**src/rtl/fifo.sv**
```systemverilog
`default_nettype none
// ============================================================================
// Module   : fifo
// Purpose  : Single-clock synchronous FIFO with a registered read port. Used
//            as a rate-smoothing buffer between a streaming source and sink.
// Ports    : wclk         - sole clock, all state changes on rising edge
//            wrst         - asynchronous active-low reset
//            wdata        - write data (DATA_WIDTH)
//            write_enable - write request, ignored while wfull
//            read_enable  - read request, ignored while rempty
//            rdata        - registered read data, holds when no read accepted
//            rempty       - FIFO holds zero words
//            wfull        - FIFO holds 2**ADDR_WIDTH words
//            wcount       - occupancy 0..2**ADDR_WIDTH (FIFO_COUNT_EN only)
// Options  : define FIFO_COUNT_EN to add the wcount occupancy output.
// Revision : 1.0 - initial release
// ============================================================================
module fifo #(
  parameter int DATA_WIDTH = 8,
  parameter int ADDR_WIDTH = 4
) (
  input  logic                  wclk,
  input  logic                  wrst,
  input  logic [DATA_WIDTH-1:0] wdata,
  input  logic                  write_enable,
  input  logic                  read_enable,
  output logic [DATA_WIDTH-1:0] rdata,
  output logic                  rempty,
`ifdef FIFO_COUNT_EN
  output logic                  wfull,
  output logic [ADDR_WIDTH:0]   wcount
`else
  output logic                  wfull
`endif
);

  // Pointers carry one extra wrap bit so full and empty are distinguishable
  // when the low address bits coincide.
  logic [ADDR_WIDTH:0]   r_wptr;
  logic [ADDR_WIDTH:0]   r_rptr;
  logic [DATA_WIDTH-1:0] r_rdata;
  logic [DATA_WIDTH-1:0] r_mem [2**ADDR_WIDTH];

  logic w_write_accept;
  logic w_read_accept;

  // Flags come straight from registered pointers, so they are glitch-free.
  assign rempty = (r_wptr == r_rptr);
  assign wfull  = (r_wptr[ADDR_WIDTH] != r_rptr[ADDR_WIDTH]) &&
                  (r_wptr[ADDR_WIDTH-1:0] == r_rptr[ADDR_WIDTH-1:0]);

  // Gating uses the pre-edge flags: when full a read frees a slot only for
  // the following cycle, and when empty a write is not readable this cycle.
  assign w_write_accept = write_enable && !wfull;
  assign w_read_accept  = read_enable  && !rempty;

  // Storage array is deliberately left out of reset.
  always_ff @(posedge wclk) begin
    if (w_write_accept) begin
      r_mem[r_wptr[ADDR_WIDTH-1:0]] <= wdata;
    end
  end

  always_ff @(posedge wclk or negedge wrst) begin
    if (!wrst) begin
      r_wptr <= '0;
    end else if (w_write_accept) begin
      r_wptr <= r_wptr + 1'b1;
    end
  end

  always_ff @(posedge wclk or negedge wrst) begin
    if (!wrst) begin
      r_rptr  <= '0;
      r_rdata <= '0;
    end else if (w_read_accept) begin
      r_rptr  <= r_rptr + 1'b1;
      r_rdata <= r_mem[r_rptr[ADDR_WIDTH-1:0]];
    end
  end

  assign rdata = r_rdata;

`ifdef FIFO_COUNT_EN
  // Modular difference of the wrap-extended pointers yields 0..2**ADDR_WIDTH.
  assign wcount = r_wptr - r_rptr;
`endif

endmodule
`default_nettype wire

```
**config.mk**
```make
export PLATFORM = sky130hd
export DESIGN_NAME = fifo
export DESIGN_NICKNAME = d
export VERILOG_FILES = /design/src/rtl/fifo.sv
export SDC_FILE = /design/constraint.sdc
export NUM_CORES = 1
export LEC_CHECK = 0
export ABC_AREA = 1
export CAP_MARGIN = 25
export CORE_AREA = 2 2 113 115
export DETAILED_ROUTE_END_ITERATION = 10
export DIE_AREA = 0 0 115 117
export PLACE_DENSITY_LB_ADDON = 0.25
export SYNTH_ARGS = -nofsm -noshare
export SYNTH_HDL_FRONTEND = slang
export SYNTH_SLANG_ARGS = --single-unit
```
**constraint.sdc**
```tcl
create_clock -name wclk -period 4.6 [get_ports wclk]
set_clock_uncertainty 0.15 [all_clocks]
set_input_delay 0.69 -clock wclk [delete_from_list [all_inputs] [get_ports wclk]]
set_output_delay 0.69 -clock wclk [all_outputs]
set_load 0.005 [all_outputs]
```
==> results of run 1 <==
## synthesized netlist by cell type
| cell | n | area [um2] |
|---|---|---|
| nand2_1 | 252 | 946 |
| inv_1 | 134 | 503 |
| edfxtp_1 | 128 | 3840 |
| nand3_1 | 84 | 420 |
| dfrtp_1 | 18 | 450 |
| nor3_1 | 15 | 75.1 |
| buf_2 | 13 | 65.1 |
| clkbuf_1 | 6 | 22.5 |
| buf_4 | 5 | 37.5 |
| ha_1 | 5 | 62.6 |
| xnor2_1 | 5 | 43.8 |
| xor2_1 | 5 | 43.8 |
| buf_1 | 2 | 7.51 |
| clkinv_1 | 2 | 7.51 |
| inv_2 | 2 | 7.51 |
| nor2_1 | 2 | 7.51 |
| nor2_2 | 2 | 12.5 |
| o21ai_1 | 2 | 10.0 |
| buf_6 | 1 | 11.3 |
| nand2_2 | 1 | 6.26 |
| nand3_2 | 1 | 10.0 |
## worst paths after layout
kind / from / end / slack [ns] / depth (start not counted)
hold / removal: rdata[7] / rdata[7] / 0.33 / 2
min in group asynchronous: wrst / rdata[3] / 0.59 / 1
setup / recovery: r_rptr[0] / r_mem[4][6] / 1.13 / 7
max in group asynchronous: wrst / r_rptr[0] / 3.15 / 1
setup reg to reg: r_rptr[0] / r_mem[4][6] / 1.13 / 7
hold reg to reg: rdata[7] / rdata[7] / 0.33 / 2
## per-stage QoR
stage	instance area, um2	setup slack, ns	total power [mW]
floorplan	6590	2.38	2.74
global placement	6870	1.26	3.14
detailed placement	6870	1.16	3.18
CTS	7460	1.14	4.53
global route	7480	0.933	4.79
finish	7480	1.13	4.55
## registers in the layout, indices dropped and copies added, names as in the netlist
signal	count
rdata	8
r_wptr	5
r_rptr	5
r_mem	128
## worst reg2reg max path, cell delays in order, from the launching register on
cell     delay [ns]
dfrtp_2        0.38
buf_4          0.55
nand2_1        0.13
nand2_1        0.11
nor2_2         0.05
nand3_2        0.07
nand2_1        0.56
nor3_1         1.07
## cells by family after synthesis
kind of cell	count (synthesis)
AO/OA/AOI/OAI	2
XOR/XNOR	10
flip-flops	146
adder cells (fa/ha/maj)	5
buffers and inverters	165
AND/OR/NAND/NOR	357
## cells in the final DEF, fill, tap and decap left out, types with 2 or more instances in the layout
| cell | count |
|---|---|
| nand2_1 | 252 |
| inv_1 | 134 |
| edfxtp_1 | 128 |
| nand3_1 | 84 |
| clkdlybuf4s50_1 | 21 |
| clkbuf_16 | 17 |
| dfrtp_1 | 17 |
| nor3_1 | 15 |
| clkinv_4 | 6 |
| xor2_1 | 5 |
| xnor2_1 | 5 |
| ha_1 | 5 |
| clkinv_1 | 4 |
| buf_4 | 3 |
| nor2_1 | 2 |
| inv_2 | 2 |
| nor2_2 | 2 |
| o21ai_1 | 2 |
| clkinvlp_4 | 2 |
| bufinv_16 | 2 |
| clkbuf_4 | 2 |
## power breakdown
group          total [mW]  internal, mW  switching [mW]
clock network        1.34         0.802           0.543
logic                1.48         0.458            1.02
registers            1.73          1.63           0.108
## per-layer routing
| layer | vias up | part of all wire | global-route usage |
|---|---|---|---|
| li1 | 2192 | - | - |
| met1 | 2203 | 0.40 | 0.317 |
| met2 | 216 | 0.48 | 0.384 |
| met3 | 47 | 0.087 | 0.0551 |
| met4 | 0 | 0.038 | 0.120 |
| met5 | - | 0 | 0 |
## area by class of cell
| cell class | instances | area share |
|---|---|---|
| Sequential cell | 146 | 0.574 |
| Multi-Input combinational cell | 374 | 0.219 |
| Inverter | 138 | 0.0692 |
| Clock buffer | 17 | 0.0569 |
| Timing Repair Buffer | 28 | 0.0344 |
| Tap cell | 150 | 0.0251 |
| Clock inverter | 15 | 0.0214 |
==> metrics.md, run 1 <==
| Metric | Value |
|---|---|
| Syn Inst Count | 685 |
| Setup total negative slack | 0 ns |
| Mapped Area | 6590 um2 |
| Multiplexer share of the synthesized area | 0 |
| Post-synthesis compound-gate area fraction | 0.00152 |
| Pin count of the biggest net entering global routing | 68 |
| Initial DRC Count | 469 |
| Area growth, synth to finish | 13.5% |
| Initial antenna violation count | 0 |
| Flops & latches, synth | 146 |
| WP data required | 4.49 ns |
| Worst-Margin Slew | 1.08 ns |
| Number of top-level pins | 22 |
| Status | complete, no violations |
| Most common cell on crit path | nand2_1 |
| TritonCTS clock tree | done |
| First-pass GRT wire length | 23300 um |
| Vias in the first global route | 4418 |
| Rel. slew slack | 0.279 |
| Post-Synth XOR/XNOR Area | 0.0133 |
| Area occupied by multi-input gates | 1640 um2 |
| Synthesized area per cell | 9.63 um2 |
| Post-layout util | 0.608 |
| Post_cts resized | 0 |
| Max incr delay on CP | 1.06 ns |
| Vias | 4658 |
| FP Rows | 41 |
| Aggregate global-route resource usage | 0.242 |
| WP buf/inv | 1 |
| Filler cell count | 999 |
| Final hold vios | 0 |
| Routed Antenna Nets | 0 |
| MaxCap Viol Count | 0 |
| DRT Pass-1 Iters | 9 |
| Fin Hold WS | 0.330 ns |
| Share of cells above drive strength 1 | 0.0613 |
| CTS H-tree lvls | 4 |
| RSZ-0062 raised after global routing | no |
| Power Density | 609 nW/um2 |
| CP startpoint kind | flop |
| Max Slew Vio Count | 0 |
| Buffers from clock root to sink, at most | 2 |
| IR Drop Worst-Case VDD | 0.000380 V |
| Crit path cell chain | buf_4, nand2_1, nand2_1, nor2_2, nand3_2, nand2_1, nor3_1 |
| Leakage | 3.39 nW |
| DRT Wirelength | 15300 um |
| # diodes | 0 |
| Initial Util | 0.536 |
| Vias per inst | 5.37 |
| Crit Path Class | flop to flop |
| Register area share after synthesis | 0.651 |
| Nets | 722 |
| Detail Placement HPWL | 9580 um |
| Register Area | 4300 um2 |
| Simple-gate share of the synthesized area | 0.224 |
| Delay-heaviest family, CP | simple AND/OR/NAND/NOR gates |
| F_max | 288 MHz |
| DRC Markers | 0 |
| Clock slew at reported path FFs | 0.06 ns |
| Netlist cell types | 21 |
| Die Height | 117 um |
| Min-delay worst type | flop to flop |
| CTS Sinks | 146 |
| CP max stage cell | nor3_1 |
| Final setup viols | 0 |
| # hold bufs at CTS | 0 |
| Port Buffers | 21 |
| Remaining Overflow, GRT | 0 |
| Post-CTS Setup Bufs | 0 |
| Die ar. | 13500 um2 |
| Syn Nets | 702 |
| Min Tclk post-route | 3.47 ns |
| Largest fanout on the critical path | 67 |
| Layout Cells excl Fill | 868 |
| Die width | 115 um |
| Largest family of logic cells by synthesized area | simple AND/OR/NAND/NOR gates |
| CTS buffer count | 17 |
| # placed instances | 832 |
| Crit share post-route | 0.754 |
| Synth warn | 0 |
| WL/cell | 17.6 um |
| Worst-skew pair later-pin latency | 0.42 ns |
| Adder-Cell Fraction of Synth Area | 0.00949 |
| Crit path arrival time | 3.36 ns |
| CTS root buffer | clkbuf_16 |
| RD Place Congestion | 0.977 |
| Core ar. | 12300 um2 |
| Crit. End Element | flop |
Power figures use the tool's default switching activity.
==> inputs of run 2 (changes only) <==
- clock period: 4.6 -> 3.45 ns (I/O delays scaled with it)
==> run 2 against run 1 <==
Effect of this change:
- flip-flop and latch count stayed put
- via count is 2.2% lower
- final cell count rose by 1.5%
- global-route usage is 0.14 points lower
- total power increased by 32%
- wire length is 2.2% lower
- largest cell class unchanged
==> metrics.md, run 2 (synthesis gave the netlist of run 1 again) <==
| Metric | Value |
|---|---|
| Status | complete, no violations |
| RD Place Congestion | 0.903 |
| CP max stage cell | dfrtp_2 |
| Initial antenna violation count | 0 |
| Vias | 4557 |
| Final hold vios | 0 |
| DRT Wirelength | 15000 um |
| Crit path cell chain | inv_2, nand2_1, nand2_1, nor2_2, nand3_1, inv_1, clkdlybuf4s50_1 |
| Area growth, synth to finish | 14.8% |
| Fin Hold WS | 0.334 ns |
| Crit Path Class | flop to output port |
| Most common cell on crit path | nand2_1 |
| Crit path arrival time | 2.20 ns |
| Cell area after layout | 7570 um2 |
| Largest fanout on the critical path | 35 |
| CTS Sinks | 146 |
| Die width | 115 um |
| Die ar. | 13500 um2 |
| CTS buffer count | 17 |
| WP buf/inv | 3 |
| Filler cell count | 1007 |
| Pin count of the biggest net entering global routing | 66 |
| MaxCap Viol Count | 0 |
| Leakage | 3.44 nW |
| Initial Util | 0.536 |
| Total power | 6.02 mW |
| Detail Placement HPWL | 9600 um |
| CTS root buffer | clkbuf_16 |
| Setup total negative slack | 0 ns |
| Worst-Margin Slew | 0.995 ns |
| Min-delay worst type | flop to flop |
| Power Density | 794 nW/um2 |
| Largest register FFs | 128 |
| WP data required | 2.78 ns |
| Nets | 735 |
| Vias in the first global route | 4458 |
| Final setup viols | 0 |
| Remaining Overflow, GRT | 0 |
| CTS H-tree lvls | 4 |
| DRT Pass-1 Iters | 5 |
| DRC Markers | 0 |
| Rel. slew slack | 0.336 |
| Crit. End Element | output port |
| Clock slew at reported path FFs | 0.06 ns |
| Die Height | 117 um |
| Port Buffers | 21 |
| Worst-skew pair later-pin latency | 0.42 ns |
| Post-CTS Setup Bufs | 0 |
| CP startpoint kind | flop |
| Delay-heaviest family, CP | flip-flops |
| Vias per inst | 5.17 |
| Most frequent cells in the layout | 252 x nand2_1, 134 x inv_1, 128 x edfxtp_1 |
| F_max | 349 MHz |
| Max incr delay on CP | 0.75 ns |
| Min Tclk post-route | 2.86 ns |
| TritonCTS clock tree | done |
| FP Rows | 41 |
| Buffers from clock root to sink, at most | 2 |
| Number of top-level pins | 22 |
| Commonest non-fill, non-tap cell in the layout | nand2_1 |
| Crit share post-route | 0.830 |
| Post_cts resized | 0 |
| Aggregate global-route resource usage | 0.240 |
| Core ar. | 12300 um2 |
| # diodes | 0 |
| Initial DRC Count | 387 |
| Routed Antenna Nets | 0 |
| IR Drop Worst-Case VDD | 0.000429 V |
| RSZ-0062 raised after global routing | no |
| Share of cells above drive strength 1 | 0.0766 |
| First-pass GRT wire length | 23400 um |
| Max Slew Vio Count | 0 |
| Placed Area | 7000 um2 |
| # hold bufs at CTS | 0 |
| WL/cell | 17.0 um |
run 2: cell count changes in the layout (fill, tap and decap cells not counted), sizes merged:
cell,delta
clkinvlp,+4
clkinv,-5
inv,-2
buf,+16
run 2: stage by stage:
stage           util  worst slack [ns]  cells
5_1_grt        0.615             0.431    881
3_5_place_dp   0.568              1.03    849
3_3_place_gp   0.568              1.05    849
4_1_cts        0.615             0.569    881
2_1_floorplan      -              1.23    685
6_report       0.615             0.587    881
run 2: layer usage:
metal  GRT usage  vias to the layer above  share of wire
met3      0.0479                       26          0.067
met4       0.113                        0          0.025
met2       0.389                      159           0.49
met5           0                        -              0
li1            -                     2213              -
met1       0.316                     2159           0.42
run 2: final cells by class:
type                            count  area [um2]  area share
Tap cell                          150         188      0.0248
Sequential cell                   146        4300       0.567
Multi-Input combinational cell    374        1640       0.216
Clock buffer                       20         437      0.0577
Clock inverter                     12         136      0.0180
Inverter                          138         518      0.0684
Timing Repair Buffer               41         360      0.0476
run 2: tightest hold or removal path: cells and delay by family, from the launching register on:
kind / cells / cell delay [ns]
flops: 1 / 0.35
simple gates: 2 / 0.10
run 2: path summary, 6_finish.rpt:
kind	end	from	slack [ns]	cells past startpoint
min in group asynchronous	rdata[0]	wrst	0.41	1
max	rempty	r_rptr[0]	0.59	7
max reg2reg	r_mem[4][7]	r_rptr[0]	1.03	8
max in group asynchronous	r_rptr[0]	wrst	2.20	1
min reg2reg	rdata[5]	rdata[5]	0.33	2
min	rdata[5]	rdata[5]	0.33	2
run 2: power breakdown:
| group | internal [mW] | switching [mW] |
|---|---|---|
| clock network | 1.06 | 0.704 |
| logic | 0.634 | 1.25 |
| registers | 2.16 | 0.199 |
==> inputs of run 3 (changes only) <==
- clock period: 3.45 -> 2.7 ns (I/O delays scaled with it)
==> run 3 against run 2 <==
Effect of this change:
- sequential share of layout area is 0.81 points lower
- highest routed layer unchanged
- via count is 2.5% higher
- largest power group unchanged
- clock-buffer cell count is 1 lower
- sequential power is 24% higher
- first-iteration DRC count is 0.78% lower
- die area stayed put
- critical endpoint unchanged
- setup slack worse by 0.43 ns
- utilization is 0.91 points higher
==> metrics.md, run 3 (synthesis gave the netlist of run 1 again) <==
| Metric | Value |
|---|---|
| Status | complete, no violations |
| TritonCTS clock tree | done |
| Leakage | 3.52 nW |
| Initial Util | 0.536 |
| CTS buffer count | 17 |
| CTS H-tree lvls | 4 |
| DRT Wirelength | 14800 um |
| Placed Area | 7080 um2 |
| CTS Sinks | 146 |
| Vias in the first global route | 4379 |
| CTS root buffer | clkbuf_16 |
| Worst-skew pair later-pin latency | 0.42 ns |
| Share of cells above drive strength 1 | 0.0916 |
| Remaining Overflow, GRT | 0 |
| Worst-Margin Slew | 0.820 ns |
| Initial DRC Count | 384 |
| CP startpoint kind | flop |
| Die Height | 117 um |
| Crit path arrival time | 1.99 ns |
| Routed Antenna Nets | 0 |
| Initial antenna violation count | 0 |
| Area occupied by multi-input gates | 1640 um2 |
| Min-delay worst type | input pin to async pin |
| # placed instances | 860 |
| Largest fanout on the critical path | 6 |
| WL/cell | 16.6 um |
| Int Pwr | 5.08 mW |
| Seq pwr share | 0.375 |
| Most frequent cells in the layout | 252 x nand2_1, 134 x inv_1, 128 x edfxtp_1 |
| Vias | 4670 |
| Clock slew at reported path FFs | 0.06 ns |
| Crit share post-route | 0.942 |
| Net Sw Frac | 0.349 |
| Core ar. | 12300 um2 |
| IR Drop Worst-Case VDD | 0.000606 V |
| Rel. slew slack | 0.451 |
| Clock power frac | 0.294 |
| Max Slew Vio Count | 0 |
| Nets | 747 |
| WP data required | 2.14 ns |
| Die ar. | 13500 um2 |
| Final setup viols | 0 |
| # diodes | 0 |
| Filler cell count | 981 |
| Aggregate global-route resource usage | 0.236 |
| Critical R2R Capture | r_mem[4][0] |
| Vias per inst | 5.24 |
| # hold bufs at CTS | 0 |
| Setup total negative slack | 0 ns |
| Min Tclk post-route | 2.54 ns |
| Die width | 115 um |
| Commonest non-fill, non-tap cell in the layout | nand2_1 |
| F_max | 393 MHz |
| Cell area after layout | 7680 um2 |
| First-pass GRT wire length | 22900 um |
| Buffers from clock root to sink, at most | 2 |
| Fin Hold WS | 0.306 ns |
| Cell depth of the worst flop-to-flop path | 9 |
| Crit. End Element | output port |
| Switch Pwr | 2.73 mW |
| Reg2reg setup slack | 0.55 ns |
| R2R Path Start | r_wptr[0] |
| Layout Cells excl Fill | 892 |
| RD Place Congestion | 0.851 |
| Power Density | 1020 nW/um2 |
| Final hold vios | 0 |
| Port Buffers | 21 |
| DRT Pass-1 Iters | 5 |
| Largest register FFs | 128 |
| RSZ-0062 raised after global routing | no |
| MaxCap Viol Count | 0 |
| Area growth, synth to finish | 16.5% |
| Number of top-level pins | 22 |
| Pin count of the biggest net entering global routing | 68 |
| Detail Placement HPWL | 9490 um |
| Register Area | 4300 um2 |
| FP Rows | 41 |
| DRC Markers | 0 |
| Gate power share | 0.331 |
| Crit Path Class | flop to output port |
| Total power | 7.80 mW |
==> run 3: cell types whose count changed in the layout (fill, tap and decap cells not counted) <==
cell        before  now
clkinv_2         1    5
clkbuf_1         3    2
dfrtp_1         17   16
buf_4           20   31
dfrtp_2          1    2
buf_16           0    1
clkinv_1         2    3
bufinv_16        2    3
clkinv_4         3    0
clkinvlp_4       6    3
==> run 3: power groups by stage <==
| stage | Combinational, mW | Clock, mW | Sequential (mW) |
|---|---|---|---|
| floorplan | 1.74 | 0 | 2.93 |
| global placement | 2.46 | 0 | 2.96 |
| detailed placement | 2.51 | 0 | 2.97 |
| CTS | 2.54 | 2.31 | 2.92 |
| global route | 2.90 | 2.41 | 2.96 |
| finish | 2.58 | 2.29 | 2.93 |
==> run 3: worst max-delay path by stage <==
stage	from	endpoint	slack [ns]	cells after the start
after floorplan	r_rptr[1]	r_mem[11][0]	0.48	7
after global placement	write_enable	r_mem[15][2]	0.56	3
after detailed placement	write_enable	r_mem[4][0]	0.55	5
after CTS	r_wptr[2]	rempty	0.16	5
after global routing	r_wptr[0]	rempty	0.0004	7
final	r_wptr[0]	rempty	0.16	7
==> run 3: final cells by class <==
class                   count  area share
clock buffers              19      0.0563
repair buffers             53      0.0612
well taps                 150      0.0244
multi-input cells         374       0.213
inverters                 138      0.0674
clock inverters            12      0.0184
flip-flops and latches    146       0.559
==> run 3: repair_timing <==
action                                  4_1_cts  5_1_grt
resized for setup                             0        1
endpoints found under the setup margin        0        1
buffers inserted                              0        0
==> run 3: stage by stage <==
step | utilization | setup slack, ns
final | 0.624 | 0.157
after global routing | 0.624 | 0.000407
after CTS | 0.622 | 0.156
after detailed placement | 0.575 | 0.555
after global placement | 0.575 | 0.560
after floorplan | - | 0.481
==> run 3: per-layer routing <==
| layer | vias up | share of wire | global-route usage |
|---|---|---|---|
| li1 | 2240 | - | - |
| met4 | 0 | 0.034 | 0.118 |
| met1 | 2223 | 0.42 | 0.307 |
| met5 | - | 0 | 0 |
| met3 | 43 | 0.062 | 0.0489 |
| met2 | 164 | 0.49 | 0.381 |
==> run 3: worst max-delay path, stage by stage (launching register included) <==
cell and delay (ns):
dfrtp_1 0.45, inv_1 0.14, nand2_1 0.08, nand2_1 0.06
nor2_2 0.14, nand3_1 0.14, inv_1 0.08, clkdlybuf4s50_1 0.49
